**src/rtl/median_window_gen.sv**
```systemverilog
// Streaming 3x3 window generator for the median sorter: two line buffers plus a 3x3 shift window.
// Optional output register stage (2-cycle latency) when WIN_OUT_REG_EN is defined.
module median_window_gen #(
   parameter int DATA_SIZE = 8,
   parameter int IMG_WIDTH = 64,
   parameter int COL_BITS  = $clog2(IMG_WIDTH)
) (
   input  logic                 clk,
   input  logic                 rst,
   input  logic [DATA_SIZE-1:0] pixIn,
   input  logic                 pixValid,
   input  logic                 sof,
   output logic [DATA_SIZE-1:0] win0,
   output logic [DATA_SIZE-1:0] win1,
   output logic [DATA_SIZE-1:0] win2,
   output logic [DATA_SIZE-1:0] win3,
   output logic [DATA_SIZE-1:0] win4,
   output logic [DATA_SIZE-1:0] win5,
   output logic [DATA_SIZE-1:0] win6,
   output logic [DATA_SIZE-1:0] win7,
   output logic [DATA_SIZE-1:0] win8,
   output logic                 winValid
);

   localparam logic [COL_BITS-1:0] COL_LAST = COL_BITS'(IMG_WIDTH - 1);

   logic [COL_BITS-1:0]                col_q, col_d, col_eff;
   logic [1:0]                         row_q, row_d, row_eff;
   logic [8:0][DATA_SIZE-1:0]          win_q, win_d;
   logic                               vld_q, vld_d;
   logic [DATA_SIZE-1:0]               top_px, mid_px;
   logic [8:0][DATA_SIZE-1:0]          win_out;
   logic                               vld_out;

   logic [DATA_SIZE-1:0] lb0 [IMG_WIDTH];
   logic [DATA_SIZE-1:0] lb1 [IMG_WIDTH];

   // sof re-homes the current pixel to c=0, r=0 before it is used anywhere
   always_comb begin
      col_eff = sof ? '0 : col_q;
      row_eff = sof ? 2'd0 : row_q;
      top_px  = lb1[col_eff];
      mid_px  = lb0[col_eff];
      col_d   = col_q;
      row_d   = row_q;
      win_d   = win_q;
      vld_d   = 1'b0;
      if (pixValid) begin
         if (col_eff == COL_LAST) begin
            col_d = '0;
            row_d = (row_eff == 2'd2) ? 2'd2 : row_eff + 2'd1;
         end else begin
            col_d = col_eff + 1'b1;
            row_d = row_eff;
         end
         win_d[0] = win_q[1];
         win_d[1] = win_q[2];
         win_d[2] = top_px;
         win_d[3] = win_q[4];
         win_d[4] = win_q[5];
         win_d[5] = mid_px;
         win_d[6] = win_q[7];
         win_d[7] = win_q[8];
         win_d[8] = pixIn;
         vld_d    = (row_eff == 2'd2) && (col_eff >= COL_BITS'(2));
      end
   end

   always_ff @(posedge clk or posedge rst) begin
      if (rst) begin
         col_q <= '0;
         row_q <= 2'd0;
         win_q <= '0;
         vld_q <= 1'b0;
      end else begin
         col_q <= col_d;
         row_q <= row_d;
         win_q <= win_d;
         vld_q <= vld_d;
      end
   end

   // Line buffers are deliberately not reset; row/col qualification masks stale contents
   always_ff @(posedge clk) begin
      if (pixValid) begin
         lb1[col_eff] <= lb0[col_eff];
         lb0[col_eff] <= pixIn;
      end
   end

`ifdef WIN_OUT_REG_EN
   logic [8:0][DATA_SIZE-1:0] win_o_q;
   logic                      vld_o_q;

   always_ff @(posedge clk or posedge rst) begin
      if (rst) begin
         win_o_q <= '0;
         vld_o_q <= 1'b0;
      end else begin
         win_o_q <= win_q;
         vld_o_q <= vld_q;
      end
   end

   assign win_out = win_o_q;
   assign vld_out = vld_o_q;
`else
   assign win_out = win_q;
   assign vld_out = vld_q;
`endif

   assign win0     = win_out[0];
   assign win1     = win_out[1];
   assign win2     = win_out[2];
   assign win3     = win_out[3];
   assign win4     = win_out[4];
   assign win5     = win_out[5];
   assign win6     = win_out[6];
   assign win7     = win_out[7];
   assign win8     = win_out[8];
   assign winValid = vld_out;

endmodule

```
**config.mk**
```make
export PLATFORM = sky130hd
export DESIGN_NAME = median_window_gen
export DESIGN_NICKNAME = d
export VERILOG_FILES = /design/src/rtl/median_window_gen.sv
export SDC_FILE = /design/constraint.sdc
export NUM_CORES = 1
export LEC_CHECK = 0
export ABC_AREA = 1
export ABC_CLOCK_PERIOD_IN_PS = 3800
export CORE_UTILIZATION = 45
export DETAILED_ROUTE_END_ITERATION = 10
export DONT_BUFFER_PORTS = 1
export RECOVER_POWER = 50
export SYNTH_ARGS = -nofsm -noshare
export SYNTH_HDL_FRONTEND = slang
export SYNTH_SLANG_ARGS = --single-unit
```
**constraint.sdc**
```tcl
create_clock -name clk -period 3.8 [get_ports clk]
set_clock_uncertainty 0.1 [all_clocks]
set_input_delay 0.57 -clock clk [delete_from_list [all_inputs] [get_ports clk]]
set_output_delay 0.57 -clock clk [all_outputs]
set_load 0.01 [all_outputs]
```
### Yosys cells after proc, flatten, opt, wreduce, memory -nomap -nowiden

Memory sizes are Yosys's and may differ from the RTL's. A register that Yosys moved wholly into a read port is not among the register bits.
Cells that the tools add are included.

| word-level totals | value |
|---|---|
| output and inout port bits | 73 |
| flip-flop bits (word level) | 73 |
| input port bits | 12 |
| memories kept | 2 |
| latch bits | 0 |
| word-level logic and storage cells | 27 |
| bits in read-only memories | 0 |
| memory bits (writable) | 1024 |

| operators by class | value |
|---|---|
| div/mod/pow operators | 0 |
| order comparisons | 1 |
| mux-type cells | 8 |
| shifts and indexed selects | 0 |
| $mul | 0 |
| bitwise operators | 0 |
| equal/unequal tests | 2 |
| $add $sub $neg | 2 |
| reductions and logical operators | 1 |

Memory list:

| name | depth | bits a word | read ports | clocked after Yosys merged registers in | write ports | line | source |
|---|---|---|---|---|---|---|---|
| lb0 | 64 | 8 | 1 | 0 | 1 | 35 | `logic [DATA_SIZE-1:0] lb0 [IMG_WIDTH];` |
| lb1 | 64 | 8 | 1 | 1 | 1 | 36 | `logic [DATA_SIZE-1:0] lb1 [IMG_WIDTH];` |

Operators with widths:

| cell | number |
|---|---|
| $mux 6 | 2 |
| $add 6x1->6 const B | 1 |
| $eq 6x6->1 const B | 1 |
| $ge 6x2->1 const B | 1 |
| $mux 2 | 3 |
| $mux 1 | 3 |
| $add 2x1->2 const B | 1 |
| $eq 2x2->1 const B | 1 |
| $logic_and 1x1->1 | 1 |

### Depth between registers and ports, before layout

| logic depth | value |
|---|---|
| word-level depth | 4 |
| depth in mapped cells | 17 |
| gate-level depth less buffers | 14 |

### Least setup slack after synthesis

Ideal clock, no wire load.

| timing | value |
|---|---|
| path type | input-to-reg |
| from | input port sof |
| to | memory lb1[0][2] (data pin) |
| library setup time | 359 ps |
| cell stages on the path | 11 |
| required time | 3341 ps |
| arrival time | 2504 ps |
| buffers on the path | 2 |
| slack | 837 ps |
| cells stage by stage | inv_2 -> nand2_4 -> nor2_4 -> buf_2 -> clkbuf_1 -> nand3_1 -> nand3_1 -> o21ai_1 -> nand2_1 -> nor2_1 -> nand2_1 |

| on the way | value |
|---|---|
| word-level cells in the longest chain between the ends | 2 |

RTL lines:

| element | line | source |
|---|---|---|
| start: declaration | 12 | `input logic sof,` |
| $mux 6 | 40 | `col_eff = sof ? '0 : col_q;` |
| $mem_v2 64x8 | -- |  |
| end: declaration | 36 |  |

No other way between the ends.

### Worst setup path after layout

| timing | value |
|---|---|
| from | input port pixIn[4] |
| to | memory lb0[9][4] (data pin) |

RTL lines:

| element | line | source |
|---|---|---|
| start: declaration | 10 | `input logic [DATA_SIZE-1:0] pixIn,` |
| end: declaration | 35 |  |

No word-level cell before the write port.

==> impl_results.md <==
- 1st-pass router iterations: 7
- Number of gates resized after cts: 0
- Antenna diodes: 0
- # rows: 116
- Final setup viols: 0
- Hold Crit Class: primary input to flop
- Fin crit period: 3.56 ns
- CP Max Fanout: 65
- Post-synth cell types: 24
- Final wirelength: 131000 um
- Final core occ: 51.6%
- Worst path bufs/invs: 1
- WS Path Type: primary input to flop
- Count of mapped cells out of synthesis: 4338
- Cell Area, Synth: 46000 um2
- Clock buffer depth: 3
- Routed via count: 31134
- Slew Limit Fails: 638
- IO buf count: 0
- Height of the die: 322 um
- CP max stage cell: clkdlybuf4s25_1
- Max IR drop VDD: 370 uV
- Die width: 322 um
- CP cell instances: clkdlybuf4s25_1
- Fin crit share: 93.7%
- Residual DRC count: 0
- First-pass GRT wire length: 193000 um
- Max_cap viols: 10
- Number of global-route vias before repair: 29278
- Root Driver: clkbuf_16
- Clock Pin Slew Worst Setup and Hold Paths: 0.06 ns
- Fmax achieved: 281 MHz
- Power per cell area: 526 nW/um2
- Core Box Area: 101000 um2
- Grt ovf: 0
- Global placement routability congestion: 0.871
- Final instance area: 52000 um2
- TritonCTS clock tree: done
- CP peak stage delay: 2.74 ns
- Syn_nets: 4352
- DP Worst Slack: 0.347 ns
- Die ar.: 104000 um2
- Ys Warns: 0
- Initial antenna violation count: 1
- Fraction of layout cells with a size suffix above 1: 7.20%
- Fillers: 8922
- Htree depth: 3
- Outcome: complete, but fails checks
- Tot Pwr: 27300 uW
- Register area share after synthesis: 71.2%
- Post-layout net count: 4431
- Clk Latency, worst-skew pair: 0.70 ns
- Clock buffer count from CTS: 113
- Average size of a mapped cell: 10.6 um2
- Area growth syn-to-layout: 13.0%
- Routed Antenna Nets: 0
- Num ports: 85
- Placement Cell Area: 48500 um2
- Worst path arrival time: 3.41 ns
- GR Util All Layers: 25.2%
- Post-DR vias/cell: 5.30
- Failing checks: max-capacitance violations, max-slew violations
- RSZ-0062 raised after global routing: false
- CTS Sinks: 1105
- Yosys reg bits: 1105
- Post-CTS Setup Inserts: 0
- CP Launch Type: primary input
- Critical path endpoint category: flop
- Slew margin rel.: -162%
- Worst slew pin tran: 3.92 ns
- Final WS setup: 0.238 ns
- DP HPWL: 75300 um
- Leakage: 0.0210 uW
- Hold_buf cts: 12
- Critical path's top delay family: buffers and inverters
- Drt wl/cell: 22.2 um
- Initial DRC Count: 3541
- Pin count of the biggest net entering global routing: 93
- Fin. Hold Viols: 0
- CP Data Required Time: 3.65 ns
- Initial Utilization: 45.7%
- Final TNS setup: 0 ns
## power breakdown
part	leakage, uW	internal (uW)	switching [uW]	total, uW
logic	0.00910	610	1930	2540
registers	0.0102	13800	227	14000
clock network	0.00173	6070	4690	10800
total	0.0210	20500	6840	27300
## worst paths after layout
check	from	to	slack, ns	depth (start not counted)
max in group asynchronous	rst	win8[5]$_DFFE_PP0P_	0.99	3
hold reg to reg	row_q[1]$_DFFE_PP0P_	row_q[1]$_DFFE_PP0P_	0.39	2
hold / removal	pixValid	win2[1]$_DFFE_PP0P_	0.06	3
setup / recovery	pixIn[4]	lb0[9][4]$_DFFE_PP_	0.24	1
setup reg to reg	col_q[2]$_DFFE_PP0P_	lb1[20][0]$_DFFE_PP_	0.25	7
min in group asynchronous	rst	win0[2]$_DFFE_PP0P_	0.78	2
## per-stage QoR
| step | instances | hold slack, ns |
|---|---|---|
| after global routing | 5871 | 0.0392 |
| final | 5871 | 0.0633 |
| after CTS | 5871 | 0.0109 |
| after global placement | 5647 | 0.376 |
| after floorplan | 4338 | 0.359 |
| after detailed placement | 5647 | 0.378 |
## worst min-delay path: stages
cell and delay [ns]:
nand3_1 0.10, nor2_1 0.06, nor2_1 0.07
## Yosys cell counts (all sizes together)
master  instances  share of area [%]
edfxtp       1024                 67
clkbuf         83               0.68
o211ai          8               0.13
nand4           2              0.027
o221ai          1              0.019
a21oi          34               0.37
clkinv          2              0.016
nand3b          2              0.033
nor2          226                1.9
inv           454                3.7
nand3         587                6.4
ha              2              0.054
dfrtp          81                4.4
nand2        1635                 13
buf           131                1.4
or2             2              0.027
o21ai          64               0.70
## layout by cell type (no fill, tap or decap), types with 3 or more instances in the layout
cell	Yosys	final
nand2_1	1633	1624
nor2_4	1	3
clkinv_1	2	34
buf_4	0	100
clkbuf_2	0	21
bufinv_16	0	8
dlygate4sd3_1	0	3
edfxtp_1	1024	1024
nor2_1	218	218
a21oi_1	34	34
nor2_2	7	5
inv_2	5	3
inv_6	0	3
inv_1	449	449
clkbuf_1	83	53
clkinv_2	0	13
buf_12	0	28
dfrtp_1	81	81
clkbuf_16	0	113
nand3_1	587	587
nand2_2	1	8
o211ai_1	8	8
o21ai_1	35	34
o21ai_0	29	29
nand2_4	1	3
## cells by family (layout without fill, tap and decap cells)
| logic type | Yosys count | count (layout) | share of synthesized area [%] |
|---|---|---|---|
| DFF | 1105 | 1105 | 71.2 |
| adders and majority gates | 2 | 2 | 0.0544 |
| AOI/OAI and AO/OA | 107 | 107 | 1.22 |
| and+or+nand+nor | 2454 | 2454 | 21.7 |
| buffers and inverters | 670 | 846 | 5.75 |
## sequential cells by signal, summed over array words and instances, names as in the netlist, 2 cells and up
name   flops
col_q      6
win4       8
win0       8
win8       8
win3       8
win2       8
lb0      512
row_q      2
win5       8
win7       8
win6       8
win1       8
lb1      512
## layout make-up
type	count	area [um2]	share of cell area, %
sequential	1105	32800	63.0
multi-input combinational	2563	10600	20.5
clock inverter	64	587	1.13
clock buffer	148	2980	5.73
tap	1357	1700	3.27
inverter	456	1720	3.31
timing repair buffer	178	1600	3.08
## routing by layer
metal | global-route usage (%) | part of all wire, %
met5 | 0 | 0.010
met4 | 7.44 | 3.1
met3 | 4.34 | 8.1
met2 | 39.6 | 46
met1 | 36.0 | 43
Power figures use the tool's default switching activity.
